--- config.mk ---
export PLATFORM = sky130hd
export DESIGN_NAME = game_vga_timing
export DESIGN_NICKNAME = d
export VERILOG_FILES = /design/src/rtl/game_vga_timing.sv
export SDC_FILE = /design/constraint.sdc
export NUM_CORES = 1
export LEC_CHECK = 0
export BUFFER_PORTS_ARGS = -buffer_cell sky130_fd_sc_hd__buf_2
export CAP_MARGIN = 20
export CORE_MARGIN = 2
export CORE_UTILIZATION = 40
export DETAILED_ROUTE_END_ITERATION = 12
export HOLD_SLACK_MARGIN = 0.06
export PLACE_DENSITY = 0.61
export SLEW_MARGIN = 20
export SYNTH_ARGS = -nofsm -noshare
export SYNTH_HDL_FRONTEND = slang
export SYNTH_SLANG_ARGS = --single-unit
--- constraint.sdc ---
create_clock -name clk -period 5.4 [get_ports clk]
set_clock_uncertainty 0.1 [all_clocks]
set_input_delay 0.81 -clock clk [delete_from_list [all_inputs] [get_ports clk]]
set_output_delay 0.81 -clock clk [all_outputs]
set_load 0.02 [all_outputs]
--- src/rtl/game_vga_timing.sv ---
// VGA raster timing source: pixel divider, hpos/vpos counters, sync pulses,
// display window and line/frame strobes, all registered with zero skew.
module game_vga_timing #(
    parameter int H_DISPLAY = 640,
    parameter int H_FRONT   = 16,
    parameter int H_SYNC    = 96,
    parameter int H_BACK    = 48,
    parameter int V_DISPLAY = 480,
    parameter int V_FRONT   = 10,
    parameter int V_SYNC    = 2,
    parameter int V_BACK    = 33,
    parameter int CLK_DIV   = 1,
    parameter int POS_WIDTH = 10
) (
    input  logic                 clk,
    input  logic                 rst_n,
    output logic                 hsync,
    output logic                 vsync,
    output logic                 display_on,
    output logic [POS_WIDTH-1:0] hpos,
    output logic [POS_WIDTH-1:0] vpos,
    output logic                 line_start,
    output logic                 frame_start,
    output logic [7:0]           frame_cnt
);

    localparam int H_TOTAL = H_DISPLAY + H_FRONT + H_SYNC + H_BACK;
    localparam int V_TOTAL = V_DISPLAY + V_FRONT + V_SYNC + V_BACK;
    localparam int DIV_W   = (CLK_DIV > 1) ? $clog2(CLK_DIV) : 1;

    localparam logic [DIV_W-1:0]     DIV_LAST = DIV_W'(CLK_DIV - 1);
    localparam logic [POS_WIDTH-1:0] H_LAST   = POS_WIDTH'(H_TOTAL - 1);
    localparam logic [POS_WIDTH-1:0] V_LAST   = POS_WIDTH'(V_TOTAL - 1);
    localparam logic [POS_WIDTH-1:0] H_VIS    = POS_WIDTH'(H_DISPLAY);
    localparam logic [POS_WIDTH-1:0] V_VIS    = POS_WIDTH'(V_DISPLAY);
    localparam logic [POS_WIDTH-1:0] HS_FIRST = POS_WIDTH'(H_DISPLAY + H_FRONT);
    localparam logic [POS_WIDTH-1:0] HS_LAST  = POS_WIDTH'(H_DISPLAY + H_FRONT + H_SYNC - 1);
    localparam logic [POS_WIDTH-1:0] VS_FIRST = POS_WIDTH'(V_DISPLAY + V_FRONT);
    localparam logic [POS_WIDTH-1:0] VS_LAST  = POS_WIDTH'(V_DISPLAY + V_FRONT + V_SYNC - 1);

    logic [DIV_W-1:0]     r_div;
    logic [POS_WIDTH-1:0] r_hpos;
    logic [POS_WIDTH-1:0] r_vpos;
    logic                 r_hsync;
    logic                 r_vsync;
    logic                 r_display_on;
    logic                 r_line_start;
    logic                 r_frame_start;
    logic [7:0]           r_frame_cnt;

    logic                 w_tick;
    logic [POS_WIDTH-1:0] w_h_next;
    logic [POS_WIDTH-1:0] w_v_next;
    logic                 w_line_edge;
    logic                 w_frame_edge;

    assign w_tick = (r_div == DIV_LAST);

    always_comb begin
        w_h_next = r_hpos;
        w_v_next = r_vpos;
        if (w_tick) begin
            if (r_hpos == H_LAST) begin
                w_h_next = '0;
                w_v_next = (r_vpos == V_LAST) ? '0 : r_vpos + POS_WIDTH'(1);
            end else begin
                w_h_next = r_hpos + POS_WIDTH'(1);
            end
        end
    end

    // Strobes fire only on the tick edge that loads the new coordinate.
    assign w_line_edge  = w_tick && (r_hpos == H_LAST);
    assign w_frame_edge = w_line_edge && (r_vpos == V_LAST);

    always_ff @(posedge clk or negedge rst_n) begin
        if (!rst_n) begin
            r_div         <= '0;
            r_hpos        <= H_LAST;
            r_vpos        <= V_LAST;
            r_hsync       <= 1'b1;
            r_vsync       <= 1'b1;
            r_display_on  <= 1'b0;
            r_line_start  <= 1'b0;
            r_frame_start <= 1'b0;
            r_frame_cnt   <= '0;
        end else begin
            r_div         <= w_tick ? '0 : r_div + DIV_W'(1);
            r_hpos        <= w_h_next;
            r_vpos        <= w_v_next;
            r_hsync       <= !((w_h_next >= HS_FIRST) && (w_h_next <= HS_LAST));
            r_vsync       <= !((w_v_next >= VS_FIRST) && (w_v_next <= VS_LAST));
            r_display_on  <= (w_h_next < H_VIS) && (w_v_next < V_VIS);
            r_line_start  <= w_line_edge;
            r_frame_start <= w_frame_edge;
            if (w_frame_edge) begin
                r_frame_cnt <= r_frame_cnt + 8'd1;
            end
        end
    end

    assign hsync       = r_hsync;
    assign vsync       = r_vsync;
    assign display_on  = r_display_on;
    assign hpos        = r_hpos;
    assign vpos        = r_vpos;
    assign line_start  = r_line_start;
    assign frame_start = r_frame_start;
    assign frame_cnt   = r_frame_cnt;

endmodule

After elaboration in Yosys (flattened, before gate mapping)

Index checks and enable logic that the tools add are counted.

Register bits: 34
Input port bits: 2

$add $sub $neg: 4
Order comparisons: 6
Equality and inequality tests: 2
Muxes and demuxes: 6
Bitwise gates (word level): 1
Reductions and logical operators: 7

Operators with widths:

| operator                                             | count |
|---|---|
| two-way mux 10 bit                                   | 5 |
| adder 10 x 1 -> 10 bit, second input constant        | 2 |
| == test 10 bit, second input constant                | 2 |
| >= comparator 10 bit, second input constant          | 1 |
| >= comparator 10 x 9 -> 1 bit, second input constant | 1 |
| <= comparator 10 bit, second input constant          | 1 |
| <= comparator 10 x 9 -> 1 bit, second input constant | 1 |
| < comparator 10 bit, second input constant           | 1 |
| < comparator 10 x 9 -> 1 bit, second input constant  | 1 |
| adder 8 x 1 -> 8 bit, second input constant          | 1 |
| logical AND 1 bit                                    | 5 |
| zero test 1 bit                                      | 2 |
| adder 1 bit, second input constant                   | 1 |
| two-way mux 1 bit                                    | 1 |
| inverter 1 bit                                       | 1 |

Longest topological paths before layout

Depth after elaboration: 7
Depth in mapped cells: 9
Mapped depth without buffers: 8

Worst setup path before layout

Ideal clock, no wire load.

Path type: reg-to-reg
Start: register r_hpos[0], in the netlist hpos[0]
End: register r_display_on, in the netlist display_on
Arrival: 2.014 ns
Required time: 5.171 ns
Slack: 3.157 ns
Cell stages (with the launch flop): 8
Clock period less this slack: 2.243 ns
Cell sequence: dfstp_2 -> ha_1 -> and4_4 -> nand4_4 -> or3_1 -> nor3_1 -> o211a_1 -> nor3_1

Longest elaborated chain between the ends: 5
Elaborated cells between the ends (all ways): 9

RTL lines:

| item                                                                | RTL line | RTL |
|---|---|---|
| start, declared                                                     | 42       | `logic [POS_WIDTH-1:0] r_hpos;` |
| start signal, assigned                                              | 89       | `r_hpos <= w_h_next;` |
| adder 10 x 1 -> 10 bit or == test 10 bit (tied branches)            | 67, 63   |  |
| two-way mux 10 bit                                                  | 63       | `if (r_hpos == H_LAST) begin` |
| two-way mux 10 bit                                                  | 62       | `if (w_tick) begin` |
| < comparator 10 bit or < comparator 10 x 9 -> 1 bit (tied branches) | 93       | `r_display_on <= (w_h_next < H_VIS) && (w_v_next < V_VIS);` |
| logical AND 1 bit (*)                                               | 93       |  |
| end signal, assigned                                                | 93       |  |
| end, declared                                                       | 46       | `logic r_display_on;` |

Every way passes the cells marked *; elsewhere a longest branch is shown, timed or not.
A chain may end at the register's enable or synchronous reset.

Worst setup path in the final report

Same ends and word-level chain as after synthesis.

==> impl_metrics.ini <==
[status]
status = completed

[timing]
worst_slack_ns = 2.92
finalCritPeriodShare_pct = 46.0
setup_viol = 0
worst-slew-pin-transition_ns = 0.702
slew_headroom_pct = 53.2
finalCriticalPeriod_ns = 2.48
tns_ns = 0
hold_violations = 0
fmax_ghz = 0.402
rsz0062_at_grt = no
slew_violations = 0

[power]
vdd_drop_max_uv = 154
leakagePower_nw = 0.953
power_density_nw_per_um2 = 231

[routing]
via_per_inst = 5.26
postRouteAntennaNets = 0
vias = 1277
wl_um = 3460
drt_iter0_drc = 64
wl_per_cell_um = 14.2
drc = 0
dr.pass1.iters = 4

[placed_design]
portBuffers = 34
hpwl_um = 2530
place.gp.congestion = 0.800
preCtsSetupSlack_ns = 2.91

[cts]
cts.clk_slew.worst_paths_ns = 0.06
postCtsSetupBuffers = 0
clk_latency_ns = 0.29
cts-hold-fix-buffers = 0
clk_path_buf_depth = 2
cts_tree = yes
cts_made_buffers = 5
root_buffer = clkbuf_8
cts_resized = 0
htree_levels = 2
clkSinkCount = 33

[synthesis]
synth_top_family_by_area = simple AND/OR/NAND/NOR gates
syn-num-nets = 159
synth_adder_area_share_pct = 3.90
yosysTopAreaCell = dfrtp_1
ys_seq_area_share_pct = 52.4
post_synth_mux_area_share_pct = 0.701
yosysWarnings = 0
synth_area_sq_um = 1610
synth-simple-area-share_pct = 23.5
yosys_register_bits = 33
synth_compound_gate_area_share_pct = 6.63
syn-instance-count = 152
ys_top_cells_by_area = dfrtp_1, dfstp_2, xnor2_1
syn_area_per_cell_sq_um = 10.6
synth_top_area_share_pct = 32.7
ys_types = 35
synth-xor-area-share_pct = 10.3

[final_layout]
insertedDiodeCount = 0
mostFrequentLayoutCell = buf_2
num-nets-final = 199
post_route_cells_drive_above_1_share_pct = 31.6
area_growth_pct = 19.6
n_fill_cell = 366
layout_common_cells = buf_2, dfrtp_1, nand2_1, xnor2_1, dfstp_2

[setup_path]
crit_required_ns = 5.50
crit_arrival_ns = 2.59
end_kind = flop
worstSetupPathType = reg2reg
crit_fanout = 16
start_kind = flop

[floorplan]
rows = 23
die_w_um = 67.4
fp.coreArea_sq_um = 3940
ioPinCount = 35
dieArea_sq_um = 4540
initial_utilization_pct = 40.7
die_y_um = 67.4

[grt]
grt.total_usage_pct = 16.8
grt_overflow = 0
antenna_found_initial = 0
top_usage_layer = met2
met2_usage_pct = 27.1
grtUsageMet3_pct = 5.17
grt_pass1_wl_um = 5560
grt_pass1_vias = 1185
met1_usage_pct = 20.7
grt_max_degree = 34

[hold_path]
hp-class = reg2reg

[run]
maxCapViolations = 0
## state kept, by name, summed over array words and instances (netlist names)
signal,count
hpos,10
vpos,10
frame_cnt,8
display_on,1
frame_start,1
hsync,1
line_start,1
vsync,1
## kinds of logic after synthesis
family	after synthesis
AO/OA/AOI/OAI	17
XOR/XNOR	18
adder cells (fa/ha/maj)	5
buffers and inverters	10
flip-flops	33
multiplexers	1
AND/OR/NAND/NOR	68
## power by group
part           switching [W]  internal [W]
clock network      0.0000865      0.000104
logic             0.00000441   0.000000260
registers                  0      0.000248
total              0.0000909      0.000352
## cells in the mapped netlist, drive strengths merged
cell	n
xor2	5
o211a	1
a2111o	1
ha	5
a21oi	4
nand4b	1
nand2	19
nor3	9
inv	9
or3	2
o21ai	7
o22ai	1
nand4	8
mux2	1
and4bb	1
xnor2	13
and4	3
a22o	1
or4	1
buf	1
and3	3
a21o	1
nand3	9
nor2b	1
or2	1
dfrtp	21
dfstp	12
o21a	1
nor2	10
## area by class of cell
class	count	area (sq um)	area share (%)
clock buffers	8	90.1	4.69
inverters	9	33.8	1.76
multi-input cells	109	723	37.7
flip-flops and latches	33	841	43.8
well taps	50	62.6	3.26
repair buffers	34	170	8.86
## through the flow
stage                     total power [W]  hold slack (ns)  area [sq um]  instances  util [%]
after floorplan                  0.000252            0.414          1610        152         -
after global placement           0.000257            0.355          1830        235      46.4
after detailed placement         0.000257            0.379          1830        235      46.4
after CTS                        0.000449            0.387          1920        243      48.7
after global routing             0.000459            0.394          1920        243      48.7
final                            0.000443            0.374          1920        243      48.7
## final timing paths
path,start,endpoint,slack (ns),cells after the start
max,hpos[0]$_DFF_PN1_,display_on$_DFF_PN0_,2.92,8
min,frame_cnt[7]$_DFFE_PN0P_,frame_cnt[7]$_DFFE_PN0P_,0.37,1
max reg2reg,hpos[0]$_DFF_PN1_,display_on$_DFF_PN0_,2.92,8
min reg2reg,frame_cnt[7]$_DFFE_PN0P_,frame_cnt[7]$_DFFE_PN0P_,0.37,1
max in group asynchronous,rst_n,frame_cnt[7]$_DFFE_PN0P_,4.28,1
min in group asynchronous,rst_n,vpos[8]$_DFF_PN0_,0.47,1
## critical path, cell delays in order, from the launching register on
cell and delay, ns:
dfstp_2 0.58, ha_1 0.22, and4_4 0.27, nand4_4 0.17, inv_1 0.39, a21oi_1 0.12
o21a_1 0.18, o211a_1 0.23, nor3_1 0.15
## metal layers
| metal | share of wire (%) | vias to the layer above |
|---|---|---|
| met3 | 5.9 | 6 |
| met2 | 49 | 40 |
| met5 | 0 | - |
| met4 | 1.8 | 0 |
| met1 | 43 | 625 |
| li1 | - | 606 |
Note: power is estimated with default switching activity, not from simulation.
